**src/rtl/mips_dmem_mmio_if.sv**
```systemverilog
// Data-side bus between the single-cycle MIPS core and its data memory.
// The core drives the store strobe, byte address and store data.
// The memory returns load data combinationally in the same cycle.
interface mips_dmem_mmio_if;
    logic        memwrite;
    logic [31:0] addr;
    logic [31:0] writedata;
    logic [31:0] readdata;

    modport master (
        output memwrite,
        output addr,
        output writedata,
        input  readdata
    );

    modport slave (
        input  memwrite,
        input  addr,
        input  writedata,
        output readdata
    );
endinterface

```
**src/rtl/mips_dmem_mmio.sv**
```systemverilog
// Data memory subsystem for the single-cycle MIPS core.
// Word-addressed RAM at the bottom of the address space, plus one MMIO page
// holding GPIO, a free-running timer with compare/interrupt, control and
// sticky status. Loads are combinational; stores commit on the rising edge.
module mips_dmem_mmio #(
    parameter int          RAM_WORDS = 64,
    parameter int          GPIO_W    = 8,
    parameter logic [31:0] MMIO_BASE = 32'hFFFF0000
) (
    input  logic                clk,
    input  logic                reset,
    mips_dmem_mmio_if.slave     bus,
    output logic [GPIO_W-1:0]   gpio_out,
    input  logic [GPIO_W-1:0]   gpio_in,
    output logic                irq,
    output logic                bus_err
);

    localparam int RAM_AW = $clog2(RAM_WORDS);

    // MMIO register word offsets (addr[7:2])
    localparam logic [5:0] OFF_GPIO_OUT = 6'd0;
    localparam logic [5:0] OFF_GPIO_IN  = 6'd1;
    localparam logic [5:0] OFF_TIMER    = 6'd2;
    localparam logic [5:0] OFF_COMPARE  = 6'd3;
    localparam logic [5:0] OFF_CTRL     = 6'd4;
    localparam logic [5:0] OFF_STATUS   = 6'd5;

    // ------------------------------------------------------------------
    // Storage
    // ------------------------------------------------------------------
    logic [31:0]       ram_r [RAM_WORDS];
    logic [GPIO_W-1:0] gpio_out_r;
    logic [GPIO_W-1:0] gpio_meta_r;
    logic [GPIO_W-1:0] gpio_sync_r;
    logic [31:0]       timer_r;
    logic [31:0]       compare_r;
    logic [1:0]        ctrl_r;
    logic              match_r;
    logic              bus_err_r;

    // ------------------------------------------------------------------
    // Decode
    // ------------------------------------------------------------------
    logic              ram_hit_s;
    logic              mmio_hit_s;
    logic [RAM_AW-1:0] ram_idx_s;
    logic [5:0]        mmio_off_s;
    logic              off_valid_s;
    logic              wr_ram_s;
    logic              wr_gpio_s;
    logic              wr_timer_s;
    logic              wr_compare_s;
    logic              wr_ctrl_s;
    logic              wr_status_s;
    logic              err_set_s;
    logic              timer_hit_s;
    logic [31:0]       timer_next_s;
    logic              match_next_s;
    logic              bus_err_next_s;
    logic [31:0]       rdata_s;

    // Byte-lane bits and the unused middle of the MMIO page address are
    // don't-care: accesses are word-only and the page aliases every 256 B.
    logic unused_addr_bits;
    assign unused_addr_bits = ^{bus.addr[1:0], bus.addr[15:8]};

    // Classify the current address and qualify the store strobe per target.
    always_comb begin
        ram_hit_s    = (bus.addr[31:RAM_AW+2] == {(30-RAM_AW){1'b0}});
        mmio_hit_s   = (!ram_hit_s) && (bus.addr[31:16] == MMIO_BASE[31:16]);
        ram_idx_s    = bus.addr[RAM_AW+1:2];
        mmio_off_s   = bus.addr[7:2];
        off_valid_s  = (mmio_off_s <= OFF_STATUS);

        wr_ram_s     = bus.memwrite && ram_hit_s;
        wr_gpio_s    = 1'b0;
        wr_timer_s   = 1'b0;
        wr_compare_s = 1'b0;
        wr_ctrl_s    = 1'b0;
        wr_status_s  = 1'b0;
        if (bus.memwrite && mmio_hit_s) begin
            case (mmio_off_s)
                OFF_GPIO_OUT: wr_gpio_s    = 1'b1;
                OFF_TIMER:    wr_timer_s   = 1'b1;
                OFF_COMPARE:  wr_compare_s = 1'b1;
                OFF_CTRL:     wr_ctrl_s    = 1'b1;
                OFF_STATUS:   wr_status_s  = 1'b1;
                default:      wr_gpio_s    = 1'b0;
            endcase
        end else begin
            wr_gpio_s = 1'b0;
        end

        // A store that lands nowhere, or on a hole in the MMIO page.
        // GPIO_IN is a real register, so a store to it is silently dropped.
        err_set_s = bus.memwrite && !ram_hit_s && !(mmio_hit_s && off_valid_s);
    end

    // Next timer value, compare match and sticky flag updates.
    always_comb begin
        // Matching looks at the timer before this edge's increment/load and
        // at the compare value already registered.
        timer_hit_s = ctrl_r[0] && (timer_r == compare_r);

        if (wr_timer_s) begin
            timer_next_s = bus.writedata;
        end else if (ctrl_r[0]) begin
            timer_next_s = timer_r + 32'd1;
        end else begin
            timer_next_s = timer_r;
        end

        // Write-1-to-clear first, then a coincident set overrides it.
        match_next_s   = match_r;
        bus_err_next_s = bus_err_r;
        if (wr_status_s) begin
            match_next_s   = match_r   & ~bus.writedata[0];
            bus_err_next_s = bus_err_r & ~bus.writedata[1];
        end else begin
            match_next_s   = match_r;
            bus_err_next_s = bus_err_r;
        end
        match_next_s   = match_next_s   | timer_hit_s;
        bus_err_next_s = bus_err_next_s | err_set_s;
    end

    // Word RAM: no reset on contents; a store coinciding with reset is dropped.
    always_ff @(posedge clk) begin
        if (reset && wr_ram_s) begin
            ram_r[ram_idx_s] <= bus.writedata;
        end
    end

    // Two-flop synchronizer for the asynchronous GPIO inputs.
    always_ff @(posedge clk or negedge reset) begin
        if (!reset) begin
            gpio_meta_r <= {GPIO_W{1'b0}};
            gpio_sync_r <= {GPIO_W{1'b0}};
        end else begin
            gpio_meta_r <= gpio_in;
            gpio_sync_r <= gpio_meta_r;
        end
    end

    // Software-visible MMIO registers.
    always_ff @(posedge clk or negedge reset) begin
        if (!reset) begin
            gpio_out_r <= {GPIO_W{1'b0}};
            timer_r    <= 32'd0;
            compare_r  <= 32'hFFFF_FFFF;
            ctrl_r     <= 2'b00;
            match_r    <= 1'b0;
            bus_err_r  <= 1'b0;
        end else begin
            if (wr_gpio_s) begin
                gpio_out_r <= bus.writedata[GPIO_W-1:0];
            end
            if (wr_compare_s) begin
                compare_r <= bus.writedata;
            end
            if (wr_ctrl_s) begin
                ctrl_r <= bus.writedata[1:0];
            end
            timer_r   <= timer_next_s;
            match_r   <= match_next_s;
            bus_err_r <= bus_err_next_s;
        end
    end

    // Zero-latency load path: RAM word, MMIO register, or zero.
    always_comb begin
        rdata_s = 32'd0;
        if (ram_hit_s) begin
            rdata_s = ram_r[ram_idx_s];
        end else if (mmio_hit_s) begin
            case (mmio_off_s)
                OFF_GPIO_OUT: rdata_s = {{(32-GPIO_W){1'b0}}, gpio_out_r};
                OFF_GPIO_IN:  rdata_s = {{(32-GPIO_W){1'b0}}, gpio_sync_r};
                OFF_TIMER:    rdata_s = timer_r;
                OFF_COMPARE:  rdata_s = compare_r;
                OFF_CTRL:     rdata_s = {30'd0, ctrl_r};
                OFF_STATUS:   rdata_s = {30'd0, bus_err_r, match_r};
                default:      rdata_s = 32'd0;
            endcase
        end else begin
            rdata_s = 32'd0;
        end
    end

    assign bus.readdata = rdata_s;
    assign gpio_out     = gpio_out_r;
    assign bus_err      = bus_err_r;
    // Both terms are flops, so the interrupt adds no cycle of latency.
    assign irq          = match_r & ctrl_r[1];

endmodule

```
**src/flat_wrapper.sv**
```systemverilog
// flat-port wrapper written by rule: the top's interface ports become plain ports
module mips_dmem_mmio_flat 
#(
    parameter int          RAM_WORDS = 64,
    parameter int          GPIO_W    = 8,
    parameter logic [31:0] MMIO_BASE = 32'hFFFF0000
)
  (clk, reset, gpio_out, gpio_in, irq, bus_err, bus_memwrite, bus_addr, bus_writedata, bus_readdata);
  mips_dmem_mmio_if bus_i ();
  input  logic clk;
  input  logic reset;
  output logic [GPIO_W-1:0] gpio_out;
  input  logic [GPIO_W-1:0] gpio_in;
  output logic irq;
  output logic bus_err;
  input wire logic [$bits(bus_i.memwrite)-1:0] bus_memwrite;
  input wire logic [$bits(bus_i.addr)-1:0] bus_addr;
  input wire logic [$bits(bus_i.writedata)-1:0] bus_writedata;
  output wire logic [$bits(bus_i.readdata)-1:0] bus_readdata;
  assign bus_i.memwrite = bus_memwrite;
  assign bus_i.addr = bus_addr;
  assign bus_i.writedata = bus_writedata;
  assign bus_readdata = bus_i.readdata;
  mips_dmem_mmio #(.RAM_WORDS(RAM_WORDS), .GPIO_W(GPIO_W), .MMIO_BASE(MMIO_BASE)) u_core (.clk(clk), .reset(reset), .bus(bus_i), .gpio_out(gpio_out), .gpio_in(gpio_in), .irq(irq), .bus_err(bus_err));
endmodule
```
**config.mk**
```make
export PLATFORM = sky130hd
export DESIGN_NAME = mips_dmem_mmio_flat
export DESIGN_NICKNAME = d
export VERILOG_FILES = /design/src/rtl/mips_dmem_mmio_if.sv /design/src/rtl/mips_dmem_mmio.sv /design/src/flat_wrapper.sv
export SDC_FILE = /design/constraint.sdc
export NUM_CORES = 2
export LEC_CHECK = 0
export BUFFER_PORTS_ARGS = -buffer_cell sky130_fd_sc_hd__buf_2
export CAP_MARGIN = 20
export CORE_MARGIN = 4
export CORE_UTILIZATION = 30
export CTS_CLUSTER_SIZE = 16
export DETAILED_ROUTE_END_ITERATION = 6
export GPL_TIMING_DRIVEN = 0
export PLACE_DENSITY = 0.46
export SKIP_CTS_REPAIR_TIMING = 1
export SYNTH_ARGS = -nofsm -noshare
export SYNTH_HDL_FRONTEND = slang
export SYNTH_SLANG_ARGS = --single-unit
```
**constraint.sdc**
```tcl
create_clock -name clk -period 6.2 [get_ports clk]
set_clock_uncertainty 0.1 [all_clocks]
set_input_delay 1.24 -clock clk [delete_from_list [all_inputs] [get_ports clk]]
set_output_delay 1.24 -clock clk [all_outputs]
set_load 0.02 [all_outputs]
```
# After elaboration in Yosys (flattened, before gate mapping)
# Memories as Yosys holds them, arrays and structs flattened.
# Index checks and enable logic that the tools add are counted.
# classes
add_sub_neg	1
order_cmp	1
n_eq_ne	7
mux	19
n_bitwise	7
reduce_logical	13
# ops
operator	count
case mux 32 bit (6 select lines)	1
2-to-1 mux 32 bit	4
adder 32 x 1 -> 32 bit (second input constant)	1
equality test 32 bit	1
zero test 24 bit	1
equality test 16 bit (second input constant)	1
2-to-1 mux 1 bit	14
equality test 6 x 2 -> 1 bit (second input constant)	2
equality test 6 x 3 -> 1 bit (second input constant)	2
logical AND 1 bit	8
equality test 6 x 1 -> 1 bit (second input constant)	1
less-or-equal comparator 6 x 3 -> 1 bit (second input constant)	1
zero test 6 bit	1
AND 1 bit	3
zero test 1 bit	2
NOT 1 bit	2
bitwise OR 1 bit	2
nonzero test 2 bit	1
# totals
reg_bits	92
ram_bits	2048
inputBits	75
out_inout_bits	42
elab_cells	57
memories	1
# memory_table
name	words	word_bits	rd	rd_clocked_by_memory_dff	write_ports	line	rtl
u_core.ram_r	64	32	1	0	1	mips_dmem_mmio.sv:32	logic [31:0] ram_r [RAM_WORDS];

# Depth between registers and ports, before layout
# logic_depth
ltp_word	7
mapped_depth	11
mapped_depth_nobuf	6

# Worst setup path before layout
# Ideal clock, no wire load.
# synth_path
kind	input to register
start	input port bus_addr[2]
end	memory u_core.ram_r[1][0] (enable)
setup_ns	0.461
arrival_ns	4.865
required_ns	5.639
slack_ns	0.773
stages	9
n_path_buf	6
cell_sequence	buf_6 buf_4 buf_4 buf_4 buf_4 and2b_1 buf_2 nand2_1 nor3_1
# synth_rtl
element	line	rtl
start: declaration	flat_wrapper.sv:17	input wire logic [$bits(bus_i.addr)-1:0] bus_addr;
end: declaration	mips_dmem_mmio.sv:32	
# Straight into the memory's write port.

# Worst setup path in the final report
# layout_path
start	input port bus_addr[2]
end	output port bus_readdata[17]
# layout_via
elab_chain_cells	4
elab_cells_between_ends	10
cone_classes	eq/ne: 5; mux: 3; reduce/logical: 1; memory: 1
# layout_rtl
element	line	rtl
branches (longest 3 deep; another with memory (64 x 32 bit))	--	
2-to-1 mux 32 bit (*)	mips_dmem_mmio.sv:174	if (ram_hit_s) begin
end: declaration	flat_wrapper.sv:19	output wire logic [$bits(bus_i.readdata)-1:0] bus_readdata;
# Every way passes the cells marked *.

==> results.json <==
{
  "run_status": "finished, violations left",
  "violations_in_the_final_reports": "negative setup slack",
  "grt_setup_unrepaired": "true",
  "worst_r2r_endpoint": "u_core.timer_r[28]",
  "detail_route.drc_violations": 0,
  "areaGrowthSynthToFinish_pct": 19.1,
  "synth_largest_type_area_fraction": 0.739,
  "worstHoldStart": "u_core.gpio_meta_r[5]",
  "clk_latency_ns": 0.87,
  "grt_pass1_vias": 42882,
  "cap_viol_max_count": 0,
  "post_drt_wl_per_cell_um": 34.0,
  "pre_cts_slack_ns": -0.970,
  "startpoint_type": "input port",
  "maximum_level_of_the_cts_h_tree": 4,
  "grt_use_total": 0.192,
  "setup_viol": 8,
  "post-dp-hpwl_um": 186000,
  "synthCells": 3830,
  "layout.cells.most_common_list": "edfxtp_1, mux4_2, clkbuf_16",
  "achievable-frequency_ghz": 0.159,
  "cp_cell_sequence": "buf_6 > buf_6 > buf_2 > and2_1 > clkbuf_1 > clkbuf_1 > a22o_1 > a221oi_1 > o221ai_1 > o211ai_1 > buf_2",
  "crit_path_top_delay_cell": "clkbuf_1",
  "tightest_slew_ns": 1.20,
  "p_sw_frac": 0.218,
  "place.gp.congestion": 0.876,
  "drt.antenna.violating_nets": 0,
  "drt-vias-per-instance": 5.24,
  "placementRows": 193,
  "pwr-share-comb": 0.048,
  "finalCriticalPeriod_ns": 6.29,
  "final_common_cell": "edfxtp_1",
  "grt_antenna_before_repair": 32,
  "design.die.area_sq_um": 286000,
  "fin_total_pwr_mw": 30.6,
  "endpoint_kind": "primary output",
  "clk_root_buffer_cell": "clkbuf_16",
  "whs_ns": 0.252,
  "routed_wl_um": 279000,
  "clock_power_share": 0.434,
  "synth_seq_cells": 2140,
  "numCtsBuffers": 227,
  "floorplan.die.width_um": 535,
  "die_height_um": 535,
  "ys_async_sr_fraction": 0.0430,
  "placedInstanceArea_sq_um": 91500,
  "seqPwrFrac": 0.517,
  "yosys-top-cells-area": "edfxtp_1, mux4_2, mux2i_1",
  "leakage_nw": 31.3,
  "effective_utilization_at_floorplan": 0.301,
  "setup.worst_path.class": "input port to primary output",
  "synth_warnings": 0,
  "finalMaxSlewViolations": 0,
  "hold_viol": 0,
  "cp_max_fo": 11,
  "internal_power_mw": 23.9,
  "critical_path.endpoint": "bus_readdata[17]",
  "worst_min_delay_path_category": "flop to flop",
  "synth-edff-count": 2048,
  "switchingPower_mw": 6.68,
  "final_area_sq_um": 99100,
  "synth_flop_cell": "edfxtp_1",
  "dr.pass1.iters": 6,
  "reg2reg_setup_slack_ns": 3.51,
  "core_area_sq_um": 276000,
  "tritoncts": "yes",
  "pwr_cell_area_nw_per_um2": 309,
  "slowest_delay_ns": 0.63,
  "remaining_global_route_overflow": 0,
  "share_of_the_yosys_chip_area_belonging_to_registers": 0.767,
  "grt_max_degree": 67,
  "ios": 117,
  "ctsLongestPathBuffers": 3,
  "layout_cells_sized_above_1": 0.311,
  "synthesis.nets": 3906,
  "max_ir_drop_vdd_mv": 0.239,
  "via_count": 43089,
  "placement.io_buffers": 110,
  "drtIter0Drc": 4992,
  "netlist-cell-type-count": 56,
  "fin_nets": 4381,
  "grt_first_pass_wirelength_um": 376000,
  "timing.critical_path.from": "bus_addr[2]",
  "yosysTopAreaCell": "edfxtp_1",
  "reg2regPathDepth": 7,
  "timing.final.crit_share": 1.01,
  "cts.reportedPaths.clkPinSlew_ns": 0.06,
  "slew-limit-headroom": 0.202,
  "timing.critical_path.required_ns": 4.86,
  "clock_sinks": 2140,
  "synth_area_sq_um": 83200,
  "timing.final.ws_setup_ns": -0.0869,
  "fillers": 25609,
  "critical_path_arrival_ns": 4.95,
  "regToRegStartpoint": "u_core.ctrl_r[0]",
  "syn_area_per_cell_sq_um": 21.7
}
-- stage by stage --
step / std cells / setup TNS (ns) / utilization
global placement: 7645 / -4989.76 / 0.320
global route: 8209 / -0.135 / 0.359
floorplan: 3830 / 0 / -
CTS: 8194 / -17.84 / 0.357
detailed placement: 7776 / -288.59 / 0.331
finish: 8219 / -0.303 / 0.359
-- sequential cells by signal, indices dropped and copies added, names as in the netlist --
signal and flops:
u_core.ram_r 2048, u_core.compare_r 32, u_core.timer_r 32, u_core.gpio_meta_r 8, u_core.gpio_out 8, u_core.gpio_sync_r 8
u_core.ctrl_r 2, u_core.bus_err 1, u_core.match_r 1
-- cell families (layout without fill, tap and decap cells) --
logic type,after synthesis,count (layout),share of synthesized area
xor+xnor,59,59,0.00621
compound gates,312,312,0.0277
simple gates,340,340,0.0207
flops,2140,2140,0.767
fa+ha+maj,1,1,0.000150
buf+inv,235,899,0.0133
mux,743,743,0.165
other cells,0,20,0
-- cells in the mapped netlist, types with 3 or more instances --
cell / instances
mux2_2: 87
o221ai_1: 14
o211ai_1: 14
and3_1: 22
a31oi_1: 6
and2_1: 11
dfstp_2: 32
buf_2: 79
or3_1: 17
and2_0: 5
a22o_1: 42
o22ai_1: 32
dfrtp_1: 60
xnor2_1: 35
nand2b_1: 3
and4_1: 3
nand3_1: 45
or4_1: 4
a22oi_1: 98
mux2i_1: 164
a211oi_1: 3
nor4_1: 19
nor2_1: 106
buf_6: 8
edfxtp_1: 2048
a221oi_1: 36
buf_1: 16
buf_4: 18
nand2_1: 39
xor2_1: 24
a21oi_1: 47
o21ai_0: 6
inv_1: 10
mux4_2: 492
nor3_1: 14
nand4_1: 30
nor2b_1: 12
clkbuf_1: 104
nand3b_1: 3
-- worst max-delay path: cells and delay by family --
kind	cells	cell delay (ns)
simple gates	1	0.20
buf+inv	6	2.26
compound gates	4	1.19
-- routing by layer --
layer  up-vias  GRT usage  share of wire
li1      17232          -              -
met1     23676      0.268           0.43
met2      1753      0.307           0.47
met3       420     0.0301          0.063
met4         8     0.0625          0.035
met5         -          0        0.00015
-- final cells by class --
class / count / area [sq um] / area share
Timing Repair Buffer: 250 / 3300 / 0.0333
Tap cell: 3705 / 4640 / 0.0468
Inverter: 10 / 37.5 / 0.000379
Antenna cell: 20 / 50.0 / 0.000505
Sequential cell: 2140 / 63800 / 0.644
Clock buffer: 308 / 6140 / 0.0620
Multi-Input combinational cell: 1455 / 18900 / 0.190
Buffer: 221 / 1180 / 0.0119
Clock inverter: 110 / 1030 / 0.0104
-- worst min path at each step --
stage                             to  depth (start not counted)
2_1_floorplan  u_core.gpio_sync_r[0]                          0
3_3_place_gp   u_core.gpio_sync_r[6]                          0
3_5_place_dp   u_core.gpio_sync_r[4]                          0
4_1_cts        u_core.gpio_sync_r[5]                          0
5_1_grt        u_core.gpio_sync_r[5]                          0
6_report       u_core.gpio_sync_r[5]                          0
-- power groups by stage --
stage	clock network [mW]	registers, mW	logic [mW]
4_1_cts	13.5	15.8	1.48
3_3_place_gp	0	16.2	1.39
2_1_floorplan	0	16.1	0.672
5_1_grt	14.1	15.8	1.55
6_report	13.3	15.8	1.48
3_5_place_dp	0	16.1	1.48
Note: power is estimated with default switching activity, not from simulation.
